$ cat config.mk
export PLATFORM = sky130hd
export DESIGN_NAME = mem_word_access_unit
export DESIGN_NICKNAME = d
export VERILOG_FILES = /design/src/rtl/mem_access_pkg.sv /design/src/rtl/mem_word_access_unit.sv
export SDC_FILE = /design/constraint.sdc
export NUM_CORES = 1
export LEC_CHECK = 0
export ABC_AREA = 1
export BUFFER_PORTS_ARGS = -buffer_cell sky130_fd_sc_hd__buf_2
export CORE_MARGIN = 2
export CORE_UTILIZATION = 40
export CTS_CLUSTER_DIAMETER = 200
export DETAILED_ROUTE_END_ITERATION = 16
export GPL_TIMING_DRIVEN = 0
export PLACE_DENSITY_LB_ADDON = 0.1
export SLEW_MARGIN = 20
export SYNTH_ARGS = -nofsm -noshare
export SYNTH_HDL_FRONTEND = slang
export SYNTH_SLANG_ARGS = --single-unit
$ cat constraint.sdc
create_clock -name Clock -period 2 [get_ports Clock]
set_input_delay 0.2 -clock Clock [delete_from_list [all_inputs] [get_ports Clock]]
set_output_delay 0.2 -clock Clock [all_outputs]
set_load 0.05 [all_outputs]
$ cat src/rtl/mem_access_pkg.sv
// Shared types and constants for the word access unit: FSM state encoding,
// default widths and the load/store access-kind codes.
package mem_access_pkg;

  localparam int ADDR_W = 16;
  localparam int BYTE_W = 8;
  localparam int WORD_W = 16;

  localparam logic ACC_LOAD  = 1'b0;
  localparam logic ACC_STORE = 1'b1;

  typedef enum logic [1:0] {
    IDLE = 2'd0,
    LO   = 2'd1,
    HI   = 2'd2,
    DONE = 2'd3
  } state_t;

endpackage

$ cat src/rtl/mem_word_access_unit.sv
// 16-bit word load/store over an 8-bit byte memory as two byte accesses (A, A+1).
// Build option: define BIG_ENDIAN_EN to make the byte at A the word's MSB.
module mem_word_access_unit #(
  parameter int ADDR_W = mem_access_pkg::ADDR_W,
  parameter int BYTE_W = mem_access_pkg::BYTE_W,
  parameter int WORD_W = mem_access_pkg::WORD_W
) (
  input  logic              Clock,
  input  logic              Reset,
  input  logic              Start,
  input  logic              Write,
  input  logic [ADDR_W-1:0] Address,
  input  logic [WORD_W-1:0] WData,
  input  logic [BYTE_W-1:0] MemDataIn,
  output logic [ADDR_W-1:0] MemAddr,
  output logic [BYTE_W-1:0] MemDataOut,
  output logic              MemCS,
  output logic              MemWR,
  output logic [WORD_W-1:0] RData,
  output logic              Busy,
  output logic              Done
);
  import mem_access_pkg::*;

`ifdef BIG_ENDIAN_EN
  localparam bit BIG_ENDIAN = 1'b1;
`else
  localparam bit BIG_ENDIAN = 1'b0;
`endif

  state_t            state_q, state_d;
  logic [ADDR_W-1:0] mem_addr_q, mem_addr_d;
  logic [BYTE_W-1:0] mem_dout_q, mem_dout_d;
  logic [BYTE_W-1:0] second_byte_q, second_byte_d;
  logic              write_q, write_d;
  logic [WORD_W-1:0] rdata_q, rdata_d;
  logic [BYTE_W-1:0] wdata_lo;
  logic [BYTE_W-1:0] wdata_hi;
  logic              byte_cycle;

  assign wdata_lo = WData[BYTE_W-1:0];
  assign wdata_hi = WData[WORD_W-1:BYTE_W];

  // Only the byte for the HI cycle is kept; the LO byte goes straight to the data register.
  always_comb begin
    state_d       = state_q;
    mem_addr_d    = mem_addr_q;
    mem_dout_d    = mem_dout_q;
    second_byte_d = second_byte_q;
    write_d       = write_q;
    rdata_d       = rdata_q;
    case (state_q)
      IDLE: begin
        if (Start) begin
          state_d       = LO;
          mem_addr_d    = Address;
          write_d       = Write;
          mem_dout_d    = BIG_ENDIAN ? wdata_hi : wdata_lo;
          second_byte_d = BIG_ENDIAN ? wdata_lo : wdata_hi;
        end
      end
      LO: begin
        state_d    = HI;
        mem_addr_d = mem_addr_q + ADDR_W'(1);
        mem_dout_d = second_byte_q;
        if (write_q == ACC_LOAD) begin
          if (BIG_ENDIAN) rdata_d[WORD_W-1:BYTE_W] = MemDataIn;
          else            rdata_d[BYTE_W-1:0]      = MemDataIn;
        end
      end
      HI: begin
        state_d = DONE;
        if (write_q == ACC_LOAD) begin
          if (BIG_ENDIAN) rdata_d[BYTE_W-1:0]      = MemDataIn;
          else            rdata_d[WORD_W-1:BYTE_W] = MemDataIn;
        end
      end
      DONE:    state_d = IDLE;
      default: state_d = IDLE;
    endcase
  end

  always_ff @(posedge Clock) begin
    if (Reset) begin
      state_q       <= IDLE;
      mem_addr_q    <= '0;
      mem_dout_q    <= '0;
      second_byte_q <= '0;
      write_q       <= ACC_LOAD;
      rdata_q       <= '0;
    end else begin
      state_q       <= state_d;
      mem_addr_q    <= mem_addr_d;
      mem_dout_q    <= mem_dout_d;
      second_byte_q <= second_byte_d;
      write_q       <= write_d;
      rdata_q       <= rdata_d;
    end
  end

  // Gating with Reset keeps the memory from taking a write on the edge that aborts a store.
  assign byte_cycle = (state_q == LO) || (state_q == HI);
  assign MemCS      = byte_cycle && !Reset;
  assign MemWR      = MemCS && (write_q == ACC_STORE);
  assign MemAddr    = mem_addr_q;
  assign MemDataOut = mem_dout_q;
  assign RData      = rdata_q;
  assign Busy       = (state_q != IDLE);
  assign Done       = (state_q == DONE);

endmodule

==> flow_summary.ini, run 1 <==
[status]
outcome = finished clean

[place]
port_buffers = 86
hpwl_mm = 5.157
gp_congestion = 0.8378

[die]
rows = 28
dieArea_um2 = 6816
die_h_um = 82.56
ioPinCount = 88
die_w_um = 82.56
initial_core_util_pct = 41.45
core_area_um2 = 5956

[timing]
period_share_pct = 87.33
hold_viol = 0
slew-limit-headroom_pct = 63.51
finalSetupViolCount = 0
rsz0062_at_grt = false
slew_violations = 0
tns_ns = 0
tightestPinTransition_ns = 0.5473
finClkSkew_ns = 0.005689
layout_min_cycle_time_ns = 1.747
fmax_ghz = 0.5726

[route]
route.detailed.drc = 0
wirelength_mm = 6.843
dr.pass1.iters = 4
routedWlPerCell_um = 12.94
ant_nets = 0
drt-initial-drc-count = 110
drt-vias-per-instance = 4.932
vias = 2609

[pwr]
power.density_nw_per_um2 = 1644
irDropWorstVdd_mv = 0.6777
p_leak_nw = 1.410
finalPower_w = 0.005112

[logic_synthesis]
yosys.area.top_type = dfxtp_1
synth_xor_area_share_pct = 0
synth_top_area_share_pct = 41.36
synth_seq_cells = 51
syn_area_um2 = 2469
yosys_warnings = 0
synth_top_family_by_area = simple AND/OR/NAND/NOR gates
yosysSeqAreaShare_pct = 41.36
syn_avg_cell_area_um2 = 6.857
synth_nets = 410
synth_compound_gate_area_share_pct = 16.83
syn_inst = 360
synthTopCellsByArea = dfxtp_1, nand2_1, a21oi_1
synth_cell_type_count = 24
synthAdderAreaFrac_pct = 3.041
synth_simple_gate_area_share_pct = 31.02
synth_mux_area_share_pct = 0

[grt]
grt_pass1_vias = 2434
grt_pass1_wl_mm = 10.93
grt_antenna_before_repair = 0
grt_start_max_net_pins = 18
grt.overflow.total = 0
track_usage_pct = 20.71

[finish]
diodes = 0
final_common_cell = nand2_1
drive_gt1_share_pct = 23.79
n_fill_cell = 656
areaGrowthSynthToFinish_pct = 25.95
final_nets = 503
most-common-layout-cells = nand2_1, buf_2, dfxtp_1

[worst_hold_path]
hold_class = in2reg

[job]
drv_cap = 0

[clock_network]
root_buffer = clkbuf_8
numCtsBuffers = 5
clock_sinks = 51
clock_path_buffers = 2
path_clk_slew_ns = 0.10
post-cts-setup-buffers = 0
clk_latency_ns = 0.31
cts-htree-levels = 2
hold_buffers = 0
ctsResizeCount = 0
cts_tree = yes

[setup_path]
crit_required_ns = 2.19
cp_common_cell = inv_4
crit_chain = inv_1, ha_1, buf_4, inv_4, o21ai_4, inv_4, buf_6, o21ai_0, a21oi_1
path_max_fanout = 10
arrival_ns = 1.94
critPathMaxStageDelay_ns = 0.34
critPathKind = reg2reg
crit_path_end_kind = flip-flop
critPathSlowestCell = dfxtp_1
cp-start-kind = flip-flop
## logic make-up (layout without fill, tap and decap cells)
family,count (synthesis),count (layout)
compound gates,69,69
simple gates,193,193
buf+inv,41,135
fa+ha+maj,6,6
flops,51,51
## where the power goes
group / leakage, nW / internal [W] / switching [W] / total [W]
Combinational: 0.933 / 0.000741 / 0.00204 / 0.00278
Sequential: 0.418 / 0.00132 / 0.000252 / 0.00157
Clock: 0.0587 / 0.000380 / 0.000383 / 0.000763
## final timing paths
check / start / end / slack (ns) / cells after the start
worst max-delay path: state_q[1] / MemAddr[8] / 0.25 / 9
worst min-delay path: WData[10] / second_byte_q[2] / 0.13 / 3
worst max register to register: state_q[1] / MemAddr[8] / 0.25 / 9
worst min register to register: RData[1] / RData[1] / 0.47 / 2
## routing by layer
metal | vias to the layer above | track usage, % | share of wire, %
met1 | 1184 | 25.68 | 46
met2 | 58 | 34.92 | 47
met3 | 6 | 5.435 | 6.0
met4 | 0 | 6.721 | 0.91
li1 | 1361 | - | -
met5 | - | 0 | 0
## per-stage QoR
step	instances	utilization [%]	worst slack (ns)	hold slack (ns)	area, µm²
6_report	529	52.21	0.2535	0.1303	3109
5_1_grt	529	52.21	0.1093	0.1326	3109
4_1_cts	529	52.21	0.2373	0.1257	3109
3_5_place_dp	521	50.25	0.2455	0.4550	2993
3_3_place_gp	521	50.25	0.2621	0.4478	2993
2_1_floorplan	360	-	0.006838	0.3446	2469
## worst max-delay path: cells and delay by family (launching register included)
kind	cells	cell delay [ns]
fa+ha+maj	1	0.16
compound gates	3	0.51
flops	1	0.34
buf+inv	5	0.61
## state kept, by name, indices dropped and copies added (netlist names)
register / count
second_byte_q: 8
MemAddr: 16
RData: 16
MemDataOut: 8
state_q: 2
write_q: 1
## cell type report
class	instances	area, µm²	share of cell area, %
buffer	16	92.59	2.978
tap	75	93.84	3.018
sequential	51	1021	32.84
timing repair buffer	86	430.4	13.84
clock inverter	3	47.55	1.529
inverter	25	98.84	3.179
clock buffer	5	68.82	2.213
multi-input combinational	268	1256	40.40
## Yosys cell counts
cell type,count
inv_1,23
o31ai_1,1
a221oi_1,1
nand4_1,3
dfxtp_1,51
a21oi_1,38
nand3b_1,1
nand3_1,16
nor2_2,3
nor3_1,2
buf_4,2
a211oi_1,3
nand2_1,126
a22o_1,2
buf_2,2
o21ai_4,1
buf_6,3
clkbuf_1,9
a21oi_2,1
ha_1,6
inv_4,2
a311oi_1,9
o21ai_0,13
nor2_1,42
Power figures use the tool's default switching activity.
==> run 2, diff against run 1 <==
--- a/config.mk
+++ b/config.mk
@@ -12,6 +12,7 @@
 export CTS_CLUSTER_DIAMETER = 200
 export DETAILED_ROUTE_END_ITERATION = 16
 export GPL_TIMING_DRIVEN = 0
+export MAX_ROUTING_LAYER = met4
 export PLACE_DENSITY_LB_ADDON = 0.1
 export SLEW_MARGIN = 20
 export SYNTH_ARGS = -nofsm -noshare
==> run 2 against run 1 <==
  * Sequential power barely moved
  * Critical endpoint unchanged
  * Design area did not move
  * Non-clock buffer count did not move
  * Clock skew fell by 0.0025 ns
  * Count of clock-buffer cells in the layout did not move
  * Via count rose by 0.11%
  * Total power fell by 0.11%
  * Combinational power barely moved
  * Sequential share of layout area did not move
  * First-iteration DRC count rose by 6.4%
  * Utilization did not move
  * Wire length rose by 0.15%
==> flow_summary.ini, run 2 (same netlist as run 1, synthesis figures left out) <==
[status]
outcome = finished clean

[pwr]
p_int_w = 0.002441
irDropWorstVdd_mv = 0.6759
pwr-share-clk_pct = 14.9
pwr-share-seq_pct = 30.7
power.density_nw_per_um2 = 1643
switching_power_w = 0.002666
p_leak_nw = 1.410
sw_frac_of_total_pct = 52.20
finalPower_w = 0.005107
comb_power_share_pct = 54.3

[clock_network]
cts_tree = yes
path_clk_slew_ns = 0.10
hold_buffers = 0
cts-htree-levels = 2
clk_latency_ns = 0.31
clock_sinks = 51
post-cts-setup-buffers = 0
root_buffer = clkbuf_8
ctsResizeCount = 0
numCtsBuffers = 5
clock_path_buffers = 2

[route]
routedWlPerCell_um = 12.95
dr.pass1.iters = 5
route.detailed.drc = 0
ant_nets = 0
drt-initial-drc-count = 117
drt-vias-per-instance = 4.938
wirelength_mm = 6.853
vias = 2612

[timing]
finalSetupViolCount = 0
finClkSkew_ns = 0.003190
tightestPinTransition_ns = 0.5434
slew-limit-headroom_pct = 63.78
tns_ns = 0
layout_min_cycle_time_ns = 1.749
fmax_ghz = 0.5719
slew_violations = 0
hold_viol = 0
period_share_pct = 87.43
rsz0062_at_grt = false

[grt]
grt_start_max_net_pins = 18
grt_pass1_wl_mm = 10.92
grt_antenna_before_repair = 0
grt.overflow.total = 0
track_usage_pct = 21.27
grt_pass1_vias = 2434

[die]
rows = 28
dieArea_um2 = 6816
die_h_um = 82.56
ioPinCount = 88
core_area_um2 = 5956
initial_core_util_pct = 41.45
die_w_um = 82.56

[setup_path]
crit_path_end_kind = flip-flop
endpoint = MemAddr[8]
cp-start-kind = flip-flop
crit-reg2reg-capture = MemAddr[8]
reg2reg_slack_ns = 0.25
path_max_fanout = 10
critPathKind = reg2reg
arrival_ns = 1.94
crit_required_ns = 2.19
startpoint = state_q[1]
r2r-start = state_q[1]
reg2reg_depth = 9

[finish]
areaGrowthSynthToFinish_pct = 25.95
final_common_cell = nand2_1
final_nets = 503
diodes = 0
design_area_um2 = 3109
most-common-layout-cells = nand2_1, buf_2, dfxtp_1
drive_gt1_share_pct = 23.79
n_fill_cell = 656

[place]
dpl_cell_area_um2 = 2993
port_buffers = 86
gp_congestion = 0.8508
hpwl_mm = 5.157

[worst_hold_path]
hold_class = in2reg

[job]
drv_cap = 0
run 2: through the flow:
stage          cells  util (%)  hold WS (ns)  worst slack, ns
2_1_floorplan    360         -        0.3446         0.006838
3_3_place_gp     521     50.25        0.4478           0.2621
3_5_place_dp     521     50.25        0.4550           0.2455
4_1_cts          529     52.21        0.1257           0.2373
5_1_grt          529     52.21        0.1347           0.1093
6_report         529     52.21        0.1266           0.2513
run 2: per-layer routing:
| layer | share of wire [%] | global-route usage, % |
|---|---|---|
| met3 | 5.7 | 4.891 |
| met1 | 46 | 25.88 |
| met2 | 47 | 35.00 |
| met4 | 0.90 | 6.721 |
| met5 | 0 | - |
run 2: power by group through the flow:
stage | sequential (W) | combinational (W) | clock, W
2_1_floorplan | 0.00242 | 0.00128 | 0
3_3_place_gp | 0.00159 | 0.00277 | 0
3_5_place_dp | 0.00159 | 0.00279 | 0
4_1_cts | 0.00157 | 0.00280 | 0.000775
5_1_grt | 0.00162 | 0.00303 | 0.000811
6_report | 0.00157 | 0.00278 | 0.000762
run 2: cell type report:
class,instances,area (µm²),area share (%)
Clock inverter,3,47.55,1.529
Inverter,25,98.84,3.179
Clock buffer,5,68.82,2.213
Buffer,16,92.59,2.978
Timing Repair Buffer,86,430.4,13.84
Tap cell,75,93.84,3.018
Sequential cell,51,1021,32.84
Multi-Input combinational cell,268,1256,40.40
run 2: worst max-delay path, stage by stage (launching register included):
cell	delay (ns)
dfxtp_1	0.34
inv_1	0.12
ha_1	0.16
buf_4	0.17
inv_4	0.08
o21ai_4	0.26
inv_4	0.09
buf_6	0.15
o21ai_0	0.16
a21oi_1	0.08
run 2: worst min path at each step:
stage | endpoint | slack (ns) | depth (start not counted) | startpoint
floorplan | second_byte_q[0] | 0.34 | 2 | WData[8]
global placement | RData[4] | 0.45 | 2 | RData[4]
detailed placement | RData[8] | 0.45 | 2 | RData[8]
CTS | second_byte_q[2] | 0.13 | 3 | WData[10]
global route | RData[10] | 0.13 | 3 | MemDataIn[2]
finish | second_byte_q[2] | 0.13 | 3 | WData[10]
